$ cat src/rtl/dp_pkg.sv
// Shared constants for the dot-product layer scheduler and the DotProductSt engine.
package dp_pkg;

    localparam int DEF_PIXEL_N     = 10;
    localparam int DEF_WEIGHT_SIZE = 19;
    localparam int DEF_VAL_SIZE    = 26;
    localparam int DEF_PARALLEL    = 1;
    localparam int FPM_DELAY       = 5;
    localparam int FPA_DELAY       = 3;
    localparam int DEF_DP_LATENCY  = DEF_PIXEL_N / DEF_PARALLEL + FPM_DELAY + FPA_DELAY + 3;

    localparam logic [2:0] ST_IDLE  = 3'd0;
    localparam logic [2:0] ST_FETCH = 3'd1;
    localparam logic [2:0] ST_LOAD  = 3'd2;
    localparam logic [2:0] ST_RUN   = 3'd3;
    localparam logic [2:0] ST_OUT   = 3'd4;
    localparam logic [2:0] ST_DONE  = 3'd5;

    typedef enum logic [2:0] {
        IDLE  = ST_IDLE,
        FETCH = ST_FETCH,
        LOAD  = ST_LOAD,
        RUN   = ST_RUN,
        OUT   = ST_OUT,
        DONE  = ST_DONE
    } state_t;

endpackage

$ cat src/rtl/dp_wait_counter.sv
// Loadable down-counter that times the engine's compute window; zero flags the last cycle.
module dp_wait_counter
    import dp_pkg::*;
#(
    parameter int CNT_W = $clog2(DEF_DP_LATENCY + 1)
) (
    input  logic             clk,
    input  logic             GlobalReset,
    input  logic             load,
    input  logic [CNT_W-1:0] load_val,
    input  logic             dec,
    output logic             zero
);

    logic [CNT_W-1:0] cnt;

    always_ff @(posedge clk) begin
        if (!GlobalReset) begin
            cnt <= '0;
        end else if (load) begin
            cnt <= load_val;
        end else if (dec && (cnt != '0)) begin
            cnt <= cnt - CNT_W'(1);
        end
    end

    assign zero = (cnt == '0);

endmodule

$ cat src/rtl/dp_layer_scheduler.sv
// Walks one dot-product engine over every neuron of a layer: fetch weights, load, run, emit result.
module dp_layer_scheduler
    import dp_pkg::*;
#(
    parameter int PIXEL_N     = DEF_PIXEL_N,
    parameter int WEIGHT_SIZE = DEF_WEIGHT_SIZE,
    parameter int VAL_SIZE    = DEF_VAL_SIZE,
    parameter int NEUR_W      = 8,
    parameter int DP_LATENCY  = DEF_DP_LATENCY
) (
    input  logic                           clk,
    input  logic                           GlobalReset,
    input  logic                           start,
    input  logic [NEUR_W-1:0]              num_neurons,
    output logic                           busy,
    output logic                           w_rd_en,
    output logic [NEUR_W-1:0]              w_addr,
    input  logic [PIXEL_N*WEIGHT_SIZE-1:0] w_data,
    output logic                           dp_rst,
    output logic [PIXEL_N*WEIGHT_SIZE-1:0] dp_weights,
    input  logic [VAL_SIZE-1:0]            dp_value,
    output logic                           res_valid,
    input  logic                           res_ready,
    output logic [VAL_SIZE-1:0]            res_data,
    output logic [NEUR_W-1:0]              res_index,
    output logic                           done
);

    localparam int               CNT_W    = $clog2(DP_LATENCY + 1);
    localparam logic [CNT_W-1:0] CNT_INIT = CNT_W'(DP_LATENCY - 1);
    localparam logic [NEUR_W-1:0] IDX_ONE = NEUR_W'(1);

    state_t            state, state_n;
    logic [NEUR_W-1:0] n_reg, index, index_n;
    logic              latch_n, cnt_load, cnt_dec, cnt_zero;

    dp_wait_counter #(.CNT_W(CNT_W)) u_wait (
        .clk         (clk),
        .GlobalReset (GlobalReset),
        .load        (cnt_load),
        .load_val    (CNT_INIT),
        .dec         (cnt_dec),
        .zero        (cnt_zero)
    );

    always_comb begin
        state_n  = state;
        index_n  = index;
        latch_n  = 1'b0;
        cnt_load = 1'b0;
        cnt_dec  = 1'b0;
        case (state)
            IDLE: begin
                if (start) begin
                    if (num_neurons != '0) begin
                        state_n = FETCH;
                        index_n = '0;
                        latch_n = 1'b1;
                    end else begin
                        state_n = DONE;
                    end
                end
            end
            FETCH: state_n = LOAD;
            LOAD: begin
                cnt_load = 1'b1;
                state_n  = RUN;
            end
            RUN: begin
                if (cnt_zero) state_n = OUT;
                else          cnt_dec = 1'b1;
            end
            OUT: begin
                // res_valid is always high in OUT, so res_ready alone completes the handshake.
                if (res_ready) begin
                    if (index == n_reg - IDX_ONE) begin
                        state_n = DONE;
                    end else begin
                        index_n = index + IDX_ONE;
                        state_n = FETCH;
                    end
                end
            end
            DONE:    state_n = IDLE;
            default: state_n = IDLE;
        endcase
    end

    // Outputs are decoded from the next state so every port comes straight from a flop.
    always_ff @(posedge clk) begin
        if (!GlobalReset) begin
            state      <= IDLE;
            index      <= '0;
            n_reg      <= '0;
            busy       <= 1'b0;
            w_rd_en    <= 1'b0;
            w_addr     <= '0;
            dp_rst     <= 1'b1;
            dp_weights <= '0;
            res_valid  <= 1'b0;
            res_data   <= '0;
            res_index  <= '0;
            done       <= 1'b0;
        end else begin
            state     <= state_n;
            index     <= index_n;
            busy      <= (state_n != IDLE);
            w_rd_en   <= (state_n == FETCH);
            w_addr    <= index_n;
            dp_rst    <= (state_n != RUN);
            res_valid <= (state_n == OUT);
            done      <= (state_n == DONE);
            if (latch_n) n_reg <= num_neurons;
            if (state == LOAD) dp_weights <= w_data;
            if ((state == RUN) && cnt_zero) begin
                res_data  <= dp_value;
                res_index <= index;
            end
        end
    end

endmodule

$ cat config.mk
export PLATFORM = sky130hd
export DESIGN_NAME = dp_layer_scheduler
export DESIGN_NICKNAME = d
export VERILOG_FILES = /design/src/rtl/dp_pkg.sv /design/src/rtl/dp_wait_counter.sv /design/src/rtl/dp_layer_scheduler.sv
export SDC_FILE = /design/constraint.sdc
export NUM_CORES = 1
export LEC_CHECK = 0
export CORE_AREA = 2 2 181 183
export CTS_BUF_LIST = sky130_fd_sc_hd__clkbuf_2 sky130_fd_sc_hd__clkbuf_4 sky130_fd_sc_hd__clkbuf_8
export CTS_CLUSTER_DIAMETER = 150
export CTS_CLUSTER_SIZE = 30
export DETAILED_ROUTE_END_ITERATION = 16
export DIE_AREA = 0 0 183 185
export GPL_TIMING_DRIVEN = 0
export PLACE_DENSITY = 0.74
export SLEW_MARGIN = 20
export SYNTH_ARGS = -nofsm -noshare
export SYNTH_HDL_FRONTEND = slang
export SYNTH_SLANG_ARGS = --single-unit
export TNS_END_PERCENT = 50
$ cat constraint.sdc
create_clock -name clk -period 2.6 [get_ports clk]
set_input_delay 0.52 -clock clk [delete_from_list [all_inputs] [get_ports clk]]
set_output_delay 0.52 -clock clk [all_outputs]
set_load 0.01 [all_outputs]
==> results.json <==
{
  "antenna_found_initial": 6,
  "yosys.area.top_type": "dfxtp_1",
  "die-width_um": 183,
  "drive_gt1_share_pct": 2.74,
  "synth-seq-cells": 253,
  "cts_buffers": 12,
  "avgSynthCellArea_um2": 8.44,
  "tritoncts": "built",
  "rsz0062_at_grt": "no",
  "area_delta_synth_final_pct": 54.7,
  "drt_iter0_drc": 280,
  "drt-wirelength-per-cell_um": 16.4,
  "largest-register": "dp_weights",
  "period_needed_ns": 2.41,
  "grt_usage_pct": 18.9,
  "vias": 9448,
  "root_buffer": "clkbuf_8",
  "register_area_mm2": 0.00507,
  "postSynthCellCount": 1165,
  "largest_reg_flops": 190,
  "setup_viol": 0,
  "antenna_left": 0,
  "die_area_mm2": 0.0339,
  "outcome": "finished, final reports clean",
  "fin_crit_sh_pct": 92.7,
  "worstMarginPinSlew_ns": 0.864,
  "async_reset_ff_share_pct": 0,
  "hp-class": "in -> reg",
  "insertion_delay_ns": 0.56,
  "grt_overflow": 0,
  "final_cell_area_mm2": 0.0152,
  "cts_max_level": 1,
  "cts.sinks": 253,
  "clk_path_buf_depth": 3,
  "p_leak_uw": 0.00517,
  "critPathArrivalTime_ns": 2.87,
  "worst_setup_path_start_kind": "flop",
  "die_h_um": 185,
  "finalMaxSlewViolations": 0,
  "cp_max_fo": 8,
  "multi_input_area_mm2": 0.00439,
  "ys_types": 52,
  "ys.flop_type": "dfxtp_1",
  "setup_tns_ns": 0,
  "wirelength_um": 33600,
  "drc_errors": 0,
  "start_util_pct": 30.7,
  "pin_count": 465,
  "crit_required_ns": 3.06,
  "grt_pass1_vias": 9344,
  "syn-cell-area_mm2": 0.00984,
  "timing.fmax_mhz": 415,
  "powerDensity_mw_per_mm2": 509,
  "ys_warn_count": 0,
  "placed_area_mm2": 0.0150,
  "reg_top3": "dp_weights x190, res_data x26",
  "drt_pass1_iterations": 4,
  "place.gp.congestion": 0.812,
  "ys_seq_area_share_pct": 51.5,
  "finalClockSkew_ns": 0.0475,
  "place_hpwl_um": 26700,
  "synth_edf_count": 0,
  "fillers": 3060,
  "grt_max_degree": 31,
  "syn-num-nets": 1396,
  "clk_pin_slew_ns": 0.18,
  "criticalPathCategory": "reg -> reg",
  "grt_pass1_wl_um": 50500,
  "rows": 66,
  "yosysTopAreaCellShare_pct": 51.5,
  "worstSetupEndpointType": "flop",
  "synth.area.top_cells": "dfxtp_1 (51%), nand2_1 (18%), a21boi_0 (17%)",
  "pre_cts_ws_ns": -0.167,
  "finalHoldViolations": 0,
  "core_mm2": 0.0320,
  "nets": 1873,
  "numPortBuffers": 463,
  "routed_via_density": 4.60,
  "relSlewSlack_pct": 42.4,
  "ir_worst_vdd_mv": 0.447,
  "max_cap_viol_count": 0,
  "fin_ws_ns": 0.189
}
==> per-stage QoR <==
| stage | util [%] | hold slack [ns] | power (uW) | std cells |
|---|---|---|---|---|
| final | 47.5 | 0.439 | 7750 | 2056 |
| after global routing | 47.5 | 0.421 | 8150 | 2054 |
| after CTS | 47.4 | 0.415 | 7860 | 2050 |
| after detailed placement | 46.8 | 0.456 | 6140 | 2036 |
| after global placement | 46.8 | 0.450 | 6110 | 2036 |
| after floorplan | - | 0.458 | 5080 | 1165 |
==> repair_timing <==
action                     CTS  global route
setup buffers                0             1
hold buffers                 0             0
pin swaps                    0             1
setup endpoints to repair   16            87
resized for setup            4             9
==> synth_stat cells (2+ instances only) <==
cell	instances
buf_2	6
or2_1	2
nor3_1	5
a21o_1	2
or4_1	2
buf_1	8
mux2i_1	9
nor2b_1	10
a21boi_0	226
o21a_1	3
nand2b_1	6
xor2_1	4
o21bai_1	2
nand2_1	462
nor4_1	2
ha_1	3
nand4_1	4
a211oi_1	2
xnor2_1	11
a21oi_1	8
buf_6	3
o21ai_0	2
dfxtp_1	253
inv_1	8
nand3_1	3
nor2_1	19
o211ai_1	2
a2111oi_2	2
clkbuf_1	71
and2_1	3
==> area by class of cell <==
class	count	area share, %
sequential	253	33.3
timing repair buffer	464	30.5
multi-input combinational	816	28.9
tap	408	3.35
buffer	87	2.38
clock buffer	13	1.18
inverter	8	0.197
clock inverter	1	0.132
antenna	6	0.0987
==> cell usage in the layout (no fill, tap or decap), drive strengths merged, types with 9 or more instances in the layout <==
master and instances:
nor2 19, a21oi 9, dfxtp 253, buf 19, a21boi 226, nand2 462, clkbuf 82, inv 9
clkdlybuf4s50 463, xnor2 11, mux2i 9, nor2b 10
==> power by group <==
part	total (uW)	internal, uW	switching [uW]
clock	1700	479	1220
sequential	4250	4120	134
combinational	1800	946	850
==> path summary, 6_finish.rpt <==
path,from,end,slack (ns),cells after the start
setup reg to reg,n_reg[0]$_SDFFE_PN0P_,busy$_SDFF_PN0_,0.19,11
hold / removal,GlobalReset,index[7]$_SDFFE_PN0P_,0.44,4
setup / recovery,n_reg[0]$_SDFFE_PN0P_,busy$_SDFF_PN0_,0.19,11
hold reg to reg,dp_weights[153]$_SDFFE_PN0P_,dp_weights[153]$_SDFFE_PN0P_,0.47,2
==> routing by layer <==
layer,GRT usage [%],wire length (um)
met1,20.4,13100
met2,35.1,16900
met3,5.80,2700
met4,5.76,899
met5,0,11
==> critical path: stages (launching register included) <==
cell and delay (ns):
dfxtp_2 0.43, inv_1 0.06, ha_1 0.19, buf_2 0.18, nand2b_1 0.15, o211ai_1 0.08, o21ai_1 0.12, a2111oi_4 0.35
buf_4 0.19, and2_1 0.16, a21oi_1 0.11, a21oi_1 0.28
==> kinds of logic after synthesis <==
kind of cell,Yosys count,synth area share [%]
and+or+nand+nor,529,21.8
xor gates and xnor gates,15,1.34
DFF,253,51.5
muxes,10,1.03
adders and majority gates,3,0.382
buffers and inverters,96,3.97
AOI/OAI and AO/OA,259,20.0
Power figures use the tool's default switching activity.
